## src/rtl/fpdp_div_pkg.sv

```systemverilog
`default_nettype none
// ============================================================================
// Module      : fpdp_div_pkg
// Description : Shared FP64 constants, field positions, requester state
//               encoding and the tag sequencing helper.
// Revision    : 1.0 - initial release
// ============================================================================
package fpdp_div_pkg;

    localparam logic [63:0] c_QNAN    = 64'h7FF8_0000_0000_0000;
    localparam logic [63:0] c_POS_INF = 64'h7FF0_0000_0000_0000;
    localparam logic [10:0] c_EXP_MAX = 11'h7FF;

    localparam int c_SIGN_BIT = 63;
    localparam int c_EXP_MSB  = 62;
    localparam int c_EXP_LSB  = 52;
    localparam int c_MANT_MSB = 51;

    typedef logic [1:0] state_t;
    localparam state_t c_ST_IDLE    = 2'd0;
    localparam state_t c_ST_WAIT    = 2'd1;
    localparam state_t c_ST_DELIVER = 2'd2;

    // Tag 0 means "no request", so the sequence wraps from the max tag back to 1.
    function automatic logic [31:0] next_tag(input logic [31:0] tag, input int unsigned tag_w);
        logic [31:0] max_tag;
        max_tag = (32'd1 << tag_w) - 32'd1;
        return (tag >= max_tag) ? 32'd1 : tag + 32'd1;
    endfunction

endpackage
`default_nettype wire

```

## src/rtl/fpdp_div_special.sv

```systemverilog
`default_nettype none
// ============================================================================
// Module      : fpdp_div_special
// Description : Divide-by-zero detect and bypass quotient (signed infinity,
//               or quiet NaN for 0/0 and NaN/0).
// Revision    : 1.0 - initial release
// ============================================================================
module fpdp_div_special
    import fpdp_div_pkg::*;
(
    input  logic [63:0] i_dividend,
    input  logic [63:0] i_divisor,
    output logic        o_divisor_zero,
    output logic [63:0] o_bypass_quotient
);

    logic w_dividend_zero;
    logic w_dividend_nan;
    logic w_sign;

    assign o_divisor_zero  = (i_divisor[c_EXP_MSB:0] == '0);
    assign w_dividend_zero = (i_dividend[c_EXP_MSB:0] == '0);
    assign w_dividend_nan  = (i_dividend[c_EXP_MSB:c_EXP_LSB] == c_EXP_MAX) &&
                             (i_dividend[c_MANT_MSB:0] != '0);
    assign w_sign          = i_dividend[c_SIGN_BIT] ^ i_divisor[c_SIGN_BIT];

    assign o_bypass_quotient = (w_dividend_zero || w_dividend_nan) ? c_QNAN
                                                                   : {w_sign, c_POS_INF[c_EXP_MSB:0]};

endmodule
`default_nettype wire

```

## src/rtl/fpdp_div_requester.sv

```systemverilog
`default_nettype none
// ============================================================================
// Module      : fpdp_div_requester
// Description : Issues one FP64 divide job at a time to the fpdp divider via
//               a tagged request/done handshake and returns the quotient on a
//               valid/ready stream. Optional watchdog: FPDP_DIV_TIMEOUT_EN.
// Revision    : 1.0 - initial release
// ============================================================================
module fpdp_div_requester
    import fpdp_div_pkg::*;
#(
    parameter int TAG_W       = 4,
    parameter int TIMEOUT_CYC = 256
)
(
    input  logic             clk,
    input  logic             rset,
    input  logic             in_valid,
    output logic             in_ready,
    input  logic [63:0]      in_dividend,
    input  logic [63:0]      in_divisor,
    output logic             out_valid,
    input  logic             out_ready,
    output logic [63:0]      out_quotient,
    output logic             out_dz,
    output logic             out_err,
    output logic [63:0]      div_dividend,
    output logic [63:0]      div_divisor,
    output logic [TAG_W-1:0] div_ready,
    input  logic [TAG_W-1:0] div_done,
    input  logic [63:0]      div_quotient
);

    state_t           r_state;
    state_t           w_state_next;
    logic [TAG_W-1:0] r_tag;
    logic             r_in_ready;
    logic             r_out_valid;
    logic [63:0]      r_out_quotient;
    logic             r_out_dz;
    logic             r_out_err;
    logic [63:0]      r_div_dividend;
    logic [63:0]      r_div_divisor;
    logic [TAG_W-1:0] r_div_ready;

    logic             w_accept;
    logic             w_match;
    logic             w_timeout;
    logic             w_release;
    logic             w_div_by_zero;
    logic [63:0]      w_bypass_q;

    if (TAG_W < 1 || TAG_W > 31 || TIMEOUT_CYC < 1) begin : g_param_check
        $error("fpdp_div_requester: illegal TAG_W or TIMEOUT_CYC");
    end

    fpdp_div_special u_special (
        .i_dividend        (in_dividend),
        .i_divisor         (in_divisor),
        .o_divisor_zero    (w_div_by_zero),
        .o_bypass_quotient (w_bypass_q)
    );

    assign w_accept  = in_valid && r_in_ready && (r_state == c_ST_IDLE);
    assign w_match   = (r_state == c_ST_WAIT) && (div_done == r_tag);
    assign w_release = (r_state == c_ST_DELIVER) && r_out_valid && out_ready;

`ifdef FPDP_DIV_TIMEOUT_EN
    localparam int c_CNT_W = $clog2(TIMEOUT_CYC) + 1;
    logic [c_CNT_W-1:0] r_wait_cnt;

    always_ff @(posedge clk) begin
        if (rset || w_accept) begin
            r_wait_cnt <= '0;
        end else if (r_state == c_ST_WAIT) begin
            r_wait_cnt <= r_wait_cnt + 1'b1;
        end
    end

    // A match in the final cycle wins over the watchdog.
    assign w_timeout = (r_state == c_ST_WAIT) && !w_match &&
                       (r_wait_cnt == c_CNT_W'(TIMEOUT_CYC - 1));
`else
    assign w_timeout = 1'b0;
`endif

    always_ff @(posedge clk) begin
        if (rset) begin
            r_state <= c_ST_IDLE;
        end else begin
            r_state <= w_state_next;
        end
    end

    always_comb begin
        w_state_next = r_state;
        case (r_state)
            c_ST_IDLE:    if (w_accept) w_state_next = w_div_by_zero ? c_ST_DELIVER : c_ST_WAIT;
            c_ST_WAIT:    if (w_match || w_timeout) w_state_next = c_ST_DELIVER;
            c_ST_DELIVER: if (w_release) w_state_next = c_ST_IDLE;
            default:      w_state_next = c_ST_IDLE;
        endcase
    end

    always_ff @(posedge clk) begin
        if (rset) begin
            r_tag          <= TAG_W'(1);
            r_in_ready     <= 1'b0;
            r_out_valid    <= 1'b0;
            r_out_quotient <= '0;
            r_out_dz       <= 1'b0;
            r_out_err      <= 1'b0;
            r_div_dividend <= '0;
            r_div_divisor  <= '0;
            r_div_ready    <= '0;
        end else begin
            r_in_ready  <= (w_state_next == c_ST_IDLE);
            r_out_valid <= (w_state_next == c_ST_DELIVER);
            if (w_accept) begin
                if (w_div_by_zero) begin
                    r_out_quotient <= w_bypass_q;
                    r_out_dz       <= 1'b1;
                    r_out_err      <= 1'b0;
                end else begin
                    r_div_dividend <= in_dividend;
                    r_div_divisor  <= in_divisor;
                    r_div_ready    <= r_tag;
                end
            end
            if (w_match || w_timeout) begin
                r_out_quotient <= w_match ? div_quotient : c_QNAN;
                r_out_dz       <= 1'b0;
                r_out_err      <= w_timeout;
                r_div_ready    <= '0;
                r_tag          <= TAG_W'(next_tag(32'(r_tag), TAG_W));
            end
        end
    end

    assign in_ready     = r_in_ready;
    assign out_valid    = r_out_valid;
    assign out_quotient = r_out_quotient;
    assign out_dz       = r_out_dz;
    assign out_err      = r_out_err;
    assign div_dividend = r_div_dividend;
    assign div_divisor  = r_div_divisor;
    assign div_ready    = r_div_ready;

endmodule
`default_nettype wire
```

## config.mk

```make
export PLATFORM = sky130hd
export DESIGN_NAME = fpdp_div_requester
export DESIGN_NICKNAME = d
export VERILOG_FILES = /design/src/rtl/fpdp_div_pkg.sv /design/src/rtl/fpdp_div_special.sv /design/src/rtl/fpdp_div_requester.sv
export SDC_FILE = /design/constraint.sdc
export NUM_CORES = 1
export LEC_CHECK = 0
export CORE_UTILIZATION = 35
export DETAILED_ROUTE_END_ITERATION = 6
export PLACE_DENSITY = 0.68
export SETUP_SLACK_MARGIN = 0.1
export SLEW_MARGIN = 0
export SYNTH_ARGS = -nofsm -noshare
export SYNTH_HDL_FRONTEND = slang
export SYNTH_SLANG_ARGS = --single-unit
```

## constraint.sdc

```tcl
create_clock -name clk -period 2.1 [get_ports clk]
set_input_delay 0.315 -clock clk [delete_from_list [all_inputs] [get_ports clk]]
set_output_delay 0.315 -clock clk [all_outputs]
set_load 0.005 [all_outputs]
```

==> results.md, run 1 <==
- Initial antenna violation count: 1
- Non-filler cells, final: roughly 1800
- Fin. max-slew vios: 0
- Pwr dens: between 600 and 700 nW/µm²
- Total power: ~9.7 mW
- First-pass GRT wire length: between 40 and 50 mm
- Synth Area per Inst: between 8 and 9 µm²
- Primary FF master, synth: dfxtp_1
- Core ar.: about 23000 µm²
- Fin. Hold Viols: 0
- WS Path Type: input port to flop
- Area contributors post-synth: dfxtp_1, nand2_1, a21oi_2
- Rows: between 50 and 60
- Min Tclk post-route: between 1.5 and 2 ns
- Max_cap viols: 0
- Skew-Pair Late Insertion Delay: ~0.5 ns
- Port bufs: approximately 400
- Horiz. Die Dim: about 150 µm
- Gr ovfl total: 0
- Drt total wl: ~30 mm
- Synth top area share: between 50% and 60%
- Num CTS Buffers: 23
- GRT Resource Usage Total: between 20% and 30%
- # clock sinks: 205
- CP Buf/Inv Count: 4
- Synth Register Bits: 205
- Worst path cell trace: clkdlybuf4s50_1 -> nor4_2 -> nand4_1 -> nor4_4 -> buf_4 -> nand2b_4 -> buf_12 -> buf_16 -> nand2_1 -> a21oi_1
- Asr flop ratio synth: 0%
- Mapped Area: just over 8000 µm²
- CP max FO: 10
- DRT Pass-1 Iters: 4
- DP Cell Count: between 1500 and 2000
- Critical Path Source Type: input port
- Netlist cell types: 36
- CP top delay family: simple AND/OR/NAND/NOR gates
- Worst endpoint required time: about 2.5 ns
- Area growth syn-to-layout: 78.5%
- Wire length per cell: approximately 17 µm
- Leading area contributor after synthesis: dfxtp_1
- Share of post-route cells with drive strength above 1: 26.3%
- Post-synth EDFFs: 0
- DRC: 0
- H-tree levels: 1
- Vias in the first global route: ~8300
- Initial Util: 35.9%
- Clock skew: around 0.024 ns
- Clock transition at the registers of the reported paths: roughly 0.070 ns
- WP data arrival: about 2.4 ns
- Via count: between 8000 and 9000
- Cells after Synth: 960
- Status: completed
- Final TNS setup: 0 ns
- CTS Hold Bufs: 0
- RD Place Congestion: around 0.82
- I/O pin total: 400
- Critical Path Sink Type: flop
- CP max stage delay: around 0.49 ns
- Post-Syn Nets: approximately 1200
- Vias per Instance: around 4.8
- Layout Utilization: 64.0%
- Die area: ~24000 µm²
- Deepest clock path buffer count: 3
- Die height: between 150 and 200 µm
- Nets@finish: about 1600
- Final period util: 94.3%
- Hold WC Path Type: input port to flop
- DRT antenna net count: 0
- HPWL Detailed: between 20 and 25 mm
- Synth Warn #: 0
- Total leakage power: roughly 5.4 nW
- Critical path's slowest cell: clkdlybuf4s50_1
- Sequential area share after synthesis: 50.2%
- Max Clock Freq: 0.505 GHz
- Largest net degree at the start of global routing: 66
- RSZ-0062 raised after global routing: false
- Final setup viols: 0
- Initial DRC count: 412
- Max VDD drop: between 0.5 and 0.6 mV
- Root Driver: clkbuf_16
- CTS tree: done
==> repair_timing <==
item | in CTS | in global routing
pin swaps | 21 | 29
gates cloned | 3 | 4
gates resized for setup | 83 | 89
buffers inserted | 8 | 3
endpoints found under the setup margin | 200 | 198
==> registers in the layout, indices dropped and copies added (netlist names) <==
signal and count:
div_dividend 64, div_ready 4, out_quotient 64, r_tag 4, r_state 2, out_valid 1
in_ready 1, out_dz 1, div_divisor 64
==> cell usage in the layout (no fill, tap or decap), types with 2 or more instances in the layout <==
cell type,n
nor2_1,15
nand2_4,2
a21oi_1,102
nor3_1,28
clkbuf_2,7
nor3_2,3
a21oi_2,83
nand2_1,232
buf_6,9
o21ai_0,2
dlygate4sd2_1,20
nand3_1,56
buf_4,93
xnor2_1,5
nand2_2,84
buf_16,5
nor4_2,25
buf_12,20
nand4_1,10
clkbuf_1,7
nor4_4,4
clkinv_2,4
clkdlybuf4s50_1,328
clkdlybuf4s15_2,2
mux2i_1,5
clkbuf_16,27
nor4_1,3
clkbuf_8,7
dlymetal6s2s_1,26
a21o_1,3
a31oi_1,2
dfxtp_1,205
clkdlybuf4s15_1,13
==> per-stage QoR <==
step	instance area, µm²	hold WS (ns)	setup WS, ns
global route	14600	0.0440	0.00115
finish	14600	0.0501	0.119
CTS	14200	0.0739	0.0792
global placement	13200	0.441	-0.800
floorplan	8170	0.451	0.211
detailed placement	13200	0.446	-0.830
==> metal layers <==
metal | track usage, % | wire [µm]
met5 | 0 | 0
met4 | 8.44 | 997
met2 | 40.9 | 14700
met3 | 6.08 | 2310
met1 | 27.9 | 12000
==> synthesized netlist by cell type (all sizes together), types with 2 or more instances <==
| library cell | count |
|---|---|
| buf | 25 |
| nand3 | 56 |
| nand2 | 318 |
| nand2b | 2 |
| xnor2 | 5 |
| nor4 | 32 |
| nand4 | 10 |
| mux2i | 5 |
| nor3 | 31 |
| o21ai | 2 |
| a31oi | 2 |
| dfxtp | 205 |
| clkbuf | 51 |
| a21o | 3 |
| nor2 | 16 |
| a21oi | 185 |
==> worst paths after layout <==
path	startpoint	endpoint	slack, ns	cells past startpoint
worst max-delay path	in_divisor[5]	div_divisor[4]	0.12	10
worst min-delay path	in_divisor[27]	div_divisor[27]	0.05	3
worst max register to register	r_tag[2]	out_quotient[39]	0.24	6
worst min register to register	div_divisor[31]	div_divisor[31]	0.45	2
==> worst register-to-register path, delay by kind of cell (launching register included) <==
kind                   cells  cell delay (ns)
XOR/XNOR                   1             0.15
buffers and inverters      1             0.22
flip-flops                 1             0.45
AND/OR/NAND/NOR            3             0.86
AO/OA/AOI/OAI              1             0.07
==> power by group <==
part	switching (mW)	internal, mW	total [mW]
sequential	0.0887	4.04	4.13
clock	1.60	2.36	3.96
combinational	0.694	0.944	1.64
total	2.38	7.34	9.73
==> cell type report <==
cell class,count,area [µm²]
Multi-Input combinational cell,679,3910
Sequential cell,205,4100
Clock inverter,6,58.8
Antenna cell,1,2.50
Tap cell,313,392
Timing Repair Buffer,529,5430
Clock buffer,36,684
Fill cell,1927,8200
==> cells by family (layout without fill, tap and decap cells) <==
logic type,count (synthesis),count (layout),synth area share [%]
AND/OR/NAND/NOR,471,471,27.0
flip-flops,205,205,50.2
AO/OA/AOI/OAI,195,195,15.9
buffers and inverters,76,571,5.42
XOR/XNOR,6,6,0.643
multiplexers,5,5,0.613
adder cells (fa/ha/maj),1,1,0.153
other,1,2,0.0459
(Power assumes the default switching activity.)
==> run 2, diff against run 1 <==
--- a/config.mk
+++ b/config.mk
@@ -5,10 +5,13 @@
 export SDC_FILE = /design/constraint.sdc
 export NUM_CORES = 1
 export LEC_CHECK = 0
-export CORE_UTILIZATION = 35
+export CELL_PAD_IN_SITES_DETAIL_PLACEMENT = 0
+export CELL_PAD_IN_SITES_GLOBAL_PLACEMENT = 1
+export CORE_ASPECT_RATIO = 2
+export CORE_UTILIZATION = 29
 export DETAILED_ROUTE_END_ITERATION = 6
-export PLACE_DENSITY = 0.68
-export SETUP_SLACK_MARGIN = 0.1
+export PLACE_DENSITY = 0.78
+export SETUP_SLACK_MARGIN = 0.3
 export SLEW_MARGIN = 0
 export SYNTH_ARGS = -nofsm -noshare
 export SYNTH_HDL_FRONTEND = slang
==> run 2 against run 1 <==
Compared with the run above:
- register-to-register slack about the same
- sequential share of layout area decreased by 3.0 points
- flip-flop and latch count did not move
- clock skew is 0.014 ns lower
- critical endpoint is now out_quotient[12]
- worst setup slack improved by 0.11 ns
- largest cell class unchanged
- total power is 1.6% higher
- design area up 12%
- largest power group unchanged
- die area up 21%
- worst hold slack improved by 0.017 ns
==> results.md, run 2 (synthesis results as in run 1) <==
- Worst hold path depth: 3
- Nets@finish: 1676
- Finished Cell Area: 16400 µm²
- Worst R2R Path Depth: 7
- HPWL Detailed: about 23 mm
- Critical Path Sink Type: flop
- Horiz. Die Dim: around 120 µm
- Worst hold slack: 0.0670 ns
- Worst endpoint required time: about 2.5 ns
- DRC: 0
- Most used routing layer in global routing: met2
- Final period util: just under 90%
- GRT Resource Usage Total: ~22%
- # clock sinks: between 200 and 250
- CTS Hold Bufs: 0
- Met1 layer usage reported by global route: a little over a fifth
- Min Tclk post-route: about 1.9 ns
- First-pass GRT wire length: 48.0 mm
- DP Cell Count: ~1700
- CP top delay family: simple AND/OR/NAND/NOR gates
- WS Path Type: flop to flop
- Initial antenna violation count: 7
- H-tree levels: 1
- Rows: 86
- Worst Tran Pin Value: 0.550 ns
- Critical path's slowest cell: or3b_4
- Share of post-route cells with drive strength above 1: approximately two fifths
- Layout Utilization: 59.3%
- Fin. max-slew vios: 0
- Fin. Hold Viols: 0
- DP Worst Slack: -0.717 ns
- Met2 Track Usage GR: 42.2%
- RSZ-0062 raised after global routing: true
- Clock transition at the registers of the reported paths: 0.06 ns
- DRT antenna net count: 0
- Vias per Instance: between 4 and 5
- Die area: just under 30000 µm²
- Final setup viols: 0
- Wire length per cell: a little under 20 µm
- Critical Path Source Type: flop
- Area post-placement: between 10000 and 15000 µm²
- Drt total wl: roughly 36 mm
- Max Clock Freq: around 0.54 GHz
- Initial DRC count: between 200 and 300
- CP max FO: 32
- CP Buf/Inv Count: 2
- Commonest non-fill, non-tap cells in the layout: clkdlybuf4s50_1, dfxtp_1, nand2_1
- Final WS setup: about 0.23 ns
- Total leakage power: roughly 6.4 nW
- Most common cell after layout, fill and taps aside: clkdlybuf4s50_1
- Pwr dens: between 600 and 700 nW/µm²
- Non-filler cells, final: 1846
- Initial Util: 29.5%
- Crit path depth: 7
- Via count: between 8000 and 9000
- Die height: 239 µm
- DRT Pass-1 Iters: 4
- Vias in the first global route: 8599
- Gr ovfl total: 0
- Worst path cell trace: xnor2_2 -> nand4_1 -> buf_4 -> or3b_4 -> buf_12 -> nand3_1 -> a21oi_2
- Port bufs: between 300 and 400
- Max transition margin: a little over three fifths
- Status: completed
- Root Driver: clkbuf_16
- Clock skew: between 0.009 and 0.01 ns
- Max_cap viols: 0
- Max VDD drop: about 0.54 mV
- Skew-Pair Late Insertion Delay: 0.50 ns
- WP data arrival: 2.25 ns
- Total power: 9.88 mW
- CP max stage delay: around 0.46 ns
- Hold WC Path Type: input port to flop
- GR Util met3: 4.05%
- I/O pin total: 400
- Area growth syn-to-layout: 101%
- Deepest clock path buffer count: 3
- Largest net degree at the start of global routing: approximately 70
- CTS tree: done
- Num CTS Buffers: 20
- Worst reg-to-reg setup slack: roughly 0.23 ns
- Final TNS setup: 0 ns
- RD Place Congestion: slightly above 0.8
- Core ar.: 27700 µm²
run 2: cell types whose count changed in the layout (fill, tap and decap cells not counted), moves of 10 or more:
cell | previous run | this run
nand3_2 | 0 | 24
clkdlybuf4s50_1 | 328 | 291
clkbuf_2 | 7 | 21
nand3_1 | 56 | 30
dlygate4sd2_1 | 20 | 30
nand2_4 | 2 | 91
dlymetal6s2s_1 | 26 | 16
nand2_2 | 84 | 99
a21oi_2 | 83 | 106
a21oi_1 | 102 | 79
nand2_1 | 232 | 127
clkbuf_16 | 27 | 44
buf_2 | 1 | 22
run 2: path summary, 6_finish.rpt:
kind                                       from               end
worst max-delay path                   r_tag[2]  out_quotient[12]
worst min-delay path             in_divisor[37]   div_divisor[37]
worst max register to register         r_tag[2]  out_quotient[12]
worst min register to register  div_divisor[45]   div_divisor[45]
run 2: cell type report:
type                    instances  area [µm²]
fillers                      2355       11300
repair buffers                569        6150
multi-input cells             679        4990
flip-flops and latches        205        4120
clock buffers                  30         589
well taps                     352         440
clock inverters                 5        80.1
diodes                          6        15.0
run 2: repair_timing:
| item | 4_1_cts | 5_1_grt |
|---|---|---|
| buffers inserted | 14 | 6 |
| resized for setup | 233 | 385 |
| pin swaps | 45 | 169 |
| cloned | 7 | 31 |
| setup endpoints to repair | 204 | 201 |
| endpoints found under the hold margin | 0 | 0 |
run 2: power by group:
group / switching (mW) / internal [mW]
sequential: 0.102 / 4.03
clock: 1.57 / 2.19
combinational: 0.893 / 1.09
total: 2.57 / 7.31
run 2: layer usage:
layer / routed length (µm) / up-vias / part of all wire (%)
met3: 1840 / 73 / 5.1
met2: 20400 / 324 / 57
met4: 1340 / 2 / 3.7
met1: 12500 / 4238 / 35
met5: 13 / - / 0.036
li1: - / 4286 / -
run 2: tightest hold or removal path, delay by kind of cell:
kind / cells / cell delay (ns)
AND/OR/NAND/NOR: 1 / 0.06
AO/OA/AOI/OAI: 1 / 0.04
buffers and inverters: 1 / 0.11
